$ cat src/rtl/uart_rx_clock_en.sv
// Bit-timing strobe generator for the UART receiver: counts clocks while count_en is high and
// emits a one-cycle en pulse every full or half bit period, as selected by half_full.
module uart_rx_clock_en #(
   parameter int CLK_FREQ  = 50_000_000,
   parameter int BAUD_RATE = 9600
) (
   input  logic clk,
   input  logic reset,
   input  logic count_en,
   input  logic half_full,
   output logic en
);

   localparam int CLKS_PER_BIT = CLK_FREQ / BAUD_RATE;
   localparam int HALF_BIT     = CLKS_PER_BIT / 2;
   localparam int CNT_W        = (CLKS_PER_BIT > 1) ? $clog2(CLKS_PER_BIT) : 1;

   localparam logic [CNT_W-1:0] TERM_FULL = CNT_W'(CLKS_PER_BIT - 1);
   localparam logic [CNT_W-1:0] TERM_HALF = CNT_W'(HALF_BIT - 1);

   generate
      if (CLKS_PER_BIT < 2) begin : g_bad_baud
         $error("uart_rx_clock_en: CLK_FREQ / BAUD_RATE must be at least 2");
      end
   endgenerate

   logic [CNT_W-1:0] cnt_q, cnt_d;
   logic             en_q, en_d;
   logic [CNT_W-1:0] term;

   // A >= compare lets a full-to-half switch past the half terminal fire at once instead of wrapping.
   always_comb begin
      term  = half_full ? TERM_HALF : TERM_FULL;
      cnt_d = '0;
      en_d  = 1'b0;
      if (count_en) begin
         if (cnt_q >= term) begin
            cnt_d = '0;
            en_d  = 1'b1;
         end else begin
            cnt_d = cnt_q + 1'b1;
         end
      end
   end

   always_ff @(posedge clk or negedge reset) begin
      if (!reset) begin
         cnt_q <= '0;
         en_q  <= 1'b0;
      end else begin
         cnt_q <= cnt_d;
         en_q  <= en_d;
      end
   end

   assign en = en_q;

endmodule

$ cat config.mk
export PLATFORM = sky130hd
export DESIGN_NAME = uart_rx_clock_en
export DESIGN_NICKNAME = d
export VERILOG_FILES = /design/src/rtl/uart_rx_clock_en.sv
export SDC_FILE = /design/constraint.sdc
export NUM_CORES = 1
export LEC_CHECK = 0
export BUFFER_PORTS_ARGS = -buffer_cell sky130_fd_sc_hd__buf_4
export CORE_MARGIN = 3
export CORE_UTILIZATION = 45
export DETAILED_ROUTE_END_ITERATION = 10
export SLEW_MARGIN = 40
export SYNTH_ARGS = -nofsm -noshare
export SYNTH_HDL_FRONTEND = slang
export SYNTH_SLANG_ARGS = --single-unit
$ cat constraint.sdc
create_clock -name clk -period 4.3 [get_ports clk]
set_clock_uncertainty 0.2 [all_clocks]
set_input_delay 0.215 -clock clk [delete_from_list [all_inputs] [get_ports clk]]
set_output_delay 0.215 -clock clk [all_outputs]
set_load 0.005 [all_outputs]
==> flow_summary_export.csv, run 1 <==
group,metric,value,unit
floorplanning,die_w,51.0,µm
critical_path,r2r-start,"cnt_q[6]",
sta,slew_headroom,52.1,%
critical_path,crit_type,"reg -> reg",
critical_path,reg2regPathDepth,5,
sta,period_minus_slack,2310,ps
global_route,grt_pass1_vias,654,
synth,synth_cell_type_count,25,
critical_path,crit_fanout,13,
finish,fillers,182,
status,outcome,"completed",
sta,hold_viol,0,
place,gp_congestion,0.735,
critical_path,reg2reg_slack,1990,ps
clock_network,clock_sinks,14,
clock_network,clk_latency,270,ps
min_path,min_path_type,"in -> async",
clock_network,clockBufferDepth,2,
finish,nNetsFinal,107,
floorplanning,top_level_ports,5,
job,maxCapViolCount,0,
clock_network,cts_tree,"built",
routing,ant_nets,0,
global_route,grt-ovfl-total,0,
routing,vias,662,
global_route,grtUsageTotal,15.0,%
synth,synth.net_count,97,
finish,antennaDiodeCount,0,
global_route,grt_max_degree,15,
routing,routed_wl,1630,µm
synth,synthTopCellsByArea,"dfrtp_1, ha_1, nor3_2",
sta,setup_viol,0,
critical_path,worstSetupEndpoint,"cnt_q[1]",
power,ir_worst_vdd,0.155,mV
critical_path,worstSetupStartpointType,"flop",
floorplanning,dieArea,2600,µm²
sta,setup-tns-final,0,ps
sta,max_freq,433,MHz
clock_network,cts_resized,0,
clock_network,numCtsBuffers,3,
critical_path,critical_path.max_stage_delay,620,ps
place,dp_worst_setup_slack,2000,ps
clock_network,htreeDepth,1,
finish,drive_above_1_share,23.1,%
sta,tightestPinTransition,718,ps
routing,drtPass1Iterations,4,
sta,rsz0062_at_grt,"false",
routing,wl_per_cell,14.0,µm
synth,synth_top_area_share,38.4,%
clock_network,post_cts_buffers,0,
critical_path,critPathSlowestCell,"or4b_4",
synth,synth_common_cells,"dfrtp_1, ha_1, nor3_2, xnor2_1",
floorplanning,die_y,51.0,µm
synth,ys_ff_latch,14,
global_route,grt_pass1_wl,2890,µm
power,leakagePower,0.428,nW
place,port_buffers,4,
synth,yosysMostFrequentCell,"dfrtp_1",
floorplanning,fp-row-count,15,
critical_path,r2r_end,"cnt_q[1]",
routing,drc_errors,0,
synth,yosys.area.top_type,"dfrtp_1",
critical_path,critPathLaunch,"cnt_q[6]",
routing,routed_via_density,5.71,
critical_path,cp_cell_sequence,"ha_1 > a2111oi_2 > nor2_1 > or4b_4 > nor3b_1",
critical_path,cp-end-kind,"flop",
synth,yosysWarnings,0,
sta,slew_violations,0,
power,power_density,230,nW/µm²
routing,drtIter0Drc,6,
synth,synth_cells,83,
finish,fin_util,55.3,%
floorplanning,start_util,50.1,%
finish,syn2layout_area_growth,10.4,%
synth,syn_area,912,µm²
clock_network,clock-root-buffer,"clkbuf_4",
sta,period_share,53.7,%
synth,synth_ff_type,"dfrtp_1",
sta,worst_slack,1990,ps
synth,postSynthAreaPerCell,11.0,µm²
synth,synth_edf_count,0,
synth,async_reset_ff_share,100,%
floorplanning,fp.coreArea,1820,µm²
synth,yosysSeqAreaShare,38.4,%
place,place_hpwl,1200,µm
clock_network,clkTransAtPathRegs,80,ps
global_route,antenna_found_initial,0,
critical_path,cp.arrival,2300,ps
critical_path,required,4290,ps
-- repair_timing --
item,4_1_cts,5_1_grt
endpoints found under the hold margin,15,0
hold buffers,2,0
setup endpoints to repair,0,0
-- cell usage in the layout (no fill, tap or decap) --
cell	n
a2111oi_2	1
a211oi_1	1
a21oi_1	1
a311oi_2	1
and2_1	1
and4_1	1
buf_4	5
clkbuf_4	3
dfrtp_1	14
dlygate4sd3_1	2
ha_1	10
inv_1	2
nand2_1	5
nand3_1	4
nand4_1	5
nor2_1	3
nor3_1	5
nor3_2	10
nor3b_1	1
nor4_1	1
o2111ai_1	1
o21ai_0	1
o41a_1	1
or4b_4	1
xnor2_1	6
xor2_1	5
-- sequential cells by signal, indices dropped and copies added, names as in the netlist --
name / cells
cnt_q: 13
en: 1
-- cell type report --
| cell class | count | area [µm²] | area share, % |
|---|---|---|---|
| Multi-Input combinational cell | 65 | 538 | 53.4 |
| Sequential cell | 14 | 350 | 34.8 |
| Clock buffer | 3 | 22.5 | 2.24 |
| Timing Repair Buffer | 7 | 57.6 | 5.71 |
| Tap cell | 25 | 31.3 | 3.11 |
| Inverter | 2 | 7.51 | 0.745 |
-- critical path, delay by kind of cell (launching register included) --
kind	cells	cell delay [ps]
AND/OR/NAND/NOR	3	910
flip-flops	1	430
AO/OA/AOI/OAI	1	350
adder cells (fa/ha/maj)	1	320
-- metrics by stage --
stage	total power, mW	instances	hold WS (ps)	cell area, µm²
after detailed placement	0.161	111	-124	965
after floorplan	0.152	83	-281	912
after CTS	0.235	116	121	1010
final	0.232	116	129	1010
after global placement	0.160	111	-124	965
after global routing	0.247	116	126	1010
-- power breakdown --
part           total, mW  internal, mW  leakage [nW]  switching, mW
Sequential         0.137         0.134         0.193        0.00301
Clock             0.0726        0.0324        0.0138         0.0402
Combinational     0.0222       0.00934         0.221         0.0129
Total              0.232         0.176         0.428         0.0561
-- logic make-up (layout without fill, tap and decap cells) --
logic type,Yosys count,count (layout),synth area share (%)
simple gates,37,37,27.3
flops,14,14,38.4
xor+xnor,11,11,10.6
fa+ha+maj,10,10,13.7
compound gates,7,7,7.41
buf+inv,4,12,2.61
-- metal layers --
layer	up-vias	wire (µm)	GRT usage, %	part of all wire (%)
met5	-	0	0	0
li1	328	-	-	-
met1	319	807	18.7	50
met4	0	30	8.07	1.8
met2	11	747	24.5	46
met3	4	42	2.62	2.6
-- worst min-delay path by stage --
stage / from / depth (start not counted) / slack (ps) / to
final: reset / 2 / 130 / cnt_q[2]
after global routing: reset / 2 / 130 / cnt_q[9]
after CTS: reset / 2 / 120 / cnt_q[12]
after detailed placement: reset / 1 / -120 / cnt_q[10]
after global placement: reset / 1 / -120 / cnt_q[9]
after floorplan: reset / 0 / -280 / cnt_q[0]
Power figures use the tool's default switching activity.
==> run 2, diff against run 1 <==
==> constraint.sdc (replaced) <==
create_clock -name clk -period 1.9 [get_ports clk]
set_clock_uncertainty 0.2 [all_clocks]
set_input_delay 0.095 -clock clk [delete_from_list [all_inputs] [get_ports clk]]
set_output_delay 0.095 -clock clk [all_outputs]
set_load 0.005 [all_outputs]
==> flow_summary_export.csv, run 2 (synthesis results as in run 1) <==
group,metric,value,unit
status,outcome,"complete, but fails checks",
status,failed_checks,"negative hold slack, negative setup slack",
routing,drtPass1Iterations,4,
floorplanning,die_y,51.0,µm
routing,wl_per_cell,18.2,µm
critical_path,critical_path.max_stage_delay,580,ps
job,maxCapViolCount,0,
sta,max_freq,472,MHz
routing,ant_nets,0,
power,power_density,419,nW/µm²
sta,tightestPinTransition,304,ps
clock_network,htreeDepth,1,
finish,nNetsFinal,132,
power,leakagePower,0.552,nW
global_route,grt_pass1_wl,4010,µm
clock_network,clock-root-buffer,"clkbuf_4",
finish,final_cell_mix,"buf_4, dfrtp_1, nor3_2",
critical_path,path_buf_inv,0,
min_path,min_path_type,"in -> async",
sta,period_share,111,%
finish,layout_commonest_cell,"buf_4",
finish,largest-register,"cnt_q",
finish,largest_register_ffs,13,
finish,drive_above_1_share,51.7,%
critical_path,cp.arrival,2130,ps
global_route,antenna_found_initial,0,
global_route,grtUsageTotal,22.1,%
sta,slew_violations,0,
sta,setup-tns-final,-2310,ps
finish,syn2layout_area_growth,49.1,%
critical_path,worstSetupStartpointType,"flop",
floorplanning,fp-row-count,15,
clock_network,clock_sinks,14,
critical_path,crit_type,"reg -> reg",
clock_network,clkTransAtPathRegs,80,ps
routing,routed_wl,2570,µm
clock_network,clockBufferDepth,2,
finish,antennaDiodeCount,0,
place,place_hpwl,1530,µm
floorplanning,dieArea,2600,µm²
place,port_buffers,4,
power,ir_worst_vdd,0.364,mV
critical_path,cp-end-kind,"flop",
routing,vias,819,
floorplanning,start_util,50.1,%
critical_path,crit_fanout,7,
floorplanning,top_level_ports,5,
global_route,grt-ovfl-total,0,
global_route,grt_pass1_vias,798,
clock_network,numCtsBuffers,3,
critical_path,critPathSlowestCell,"or4b_4",
sta,slew_headroom,79.5,%
clock_network,cts_tree,"built",
global_route,grt_max_degree,15,
sta,rsz0062_at_grt,"true",
critical_path,cp_cell_sequence,"ha_4 > a2111oi_4 > nor2_2 > or4b_4 > nor3_2",
sta,period_minus_slack,2120,ps
routing,drtIter0Drc,20,
sta,hold_viol,7,
routing,routed_via_density,5.81,
critical_path,cp_top_family,"simple AND/OR/NAND/NOR gates",
floorplanning,die_w,51.0,µm
sta,worst_slack,-217,ps
sta,whs,-4.22,ps
sta,setup_viol,13,
routing,drc_errors,0,
floorplanning,fp.coreArea,1820,µm²
critical_path,required,1910,ps
place,gp_congestion,0.760,
clock_network,clk_latency,280,ps
-- run 2: path summary, 6_finish.rpt --
kind	slack (ps)	depth (start not counted)	from	to
max in group asynchronous	1330	2	reset	cnt_q[2]
max reg2reg	-220	5	cnt_q[6]	cnt_q[12]
min in group clk	240	3	half_full	en
max	-220	5	cnt_q[6]	cnt_q[12]
min reg2reg	360	2	cnt_q[0]	cnt_q[0]
min	-4	2	reset	cnt_q[10]
-- run 2: metal layers --
metal  up-vias  global-route usage [%]  share of wire (%)  routed length [µm]
li1        385                       -                  -                   -
met1       388                    26.8                 43                1110
met2        35                    36.5                 49                1250
met3        11                    3.79                5.4                 140
met4         0                    13.0                2.5                  64
met5         -                       0                  0                   0
-- run 2: layout make-up --
cell class | count | area (µm²)
multi-input cells | 66 | 687
fillers | 131 | 460
flip-flops and latches | 14 | 350
repair buffers | 31 | 262
well taps | 25 | 31.3
clock buffers | 3 | 22.5
inverters | 2 | 7.51
-- run 2: what timing repair did --
action                                  4_1_cts  5_1_grt
gates cloned                                  2        0
hold endpoints to repair                     15        0
hold buffers                                  2        0
buffers inserted                              3        3
resized for setup                            10        8
pin swaps                                    10        6
endpoints found under the setup margin       14       14
-- run 2: report_power, final --
part,internal (mW),total (mW),switching (mW)
Combinational,0.0433,0.0924,0.0490
Sequential,0.303,0.307,0.00390
Clock,0.0735,0.170,0.0965
-- run 2: stage by stage --
| stage | instance area [µm²] | std cells | total power [mW] | setup slack (ps) | utilization, % |
|---|---|---|---|---|---|
| finish | 1360 | 141 | 0.569 | -217 | 74.7 |
| floorplan | 941 | 83 | 0.348 | -233 | - |
| global placement | 1140 | 130 | 0.376 | -270 | 62.9 |
| global route | 1360 | 141 | 0.596 | -297 | 74.7 |
| detailed placement | 1140 | 130 | 0.379 | -322 | 62.9 |
| CTS | 1300 | 139 | 0.559 | -199 | 71.5 |
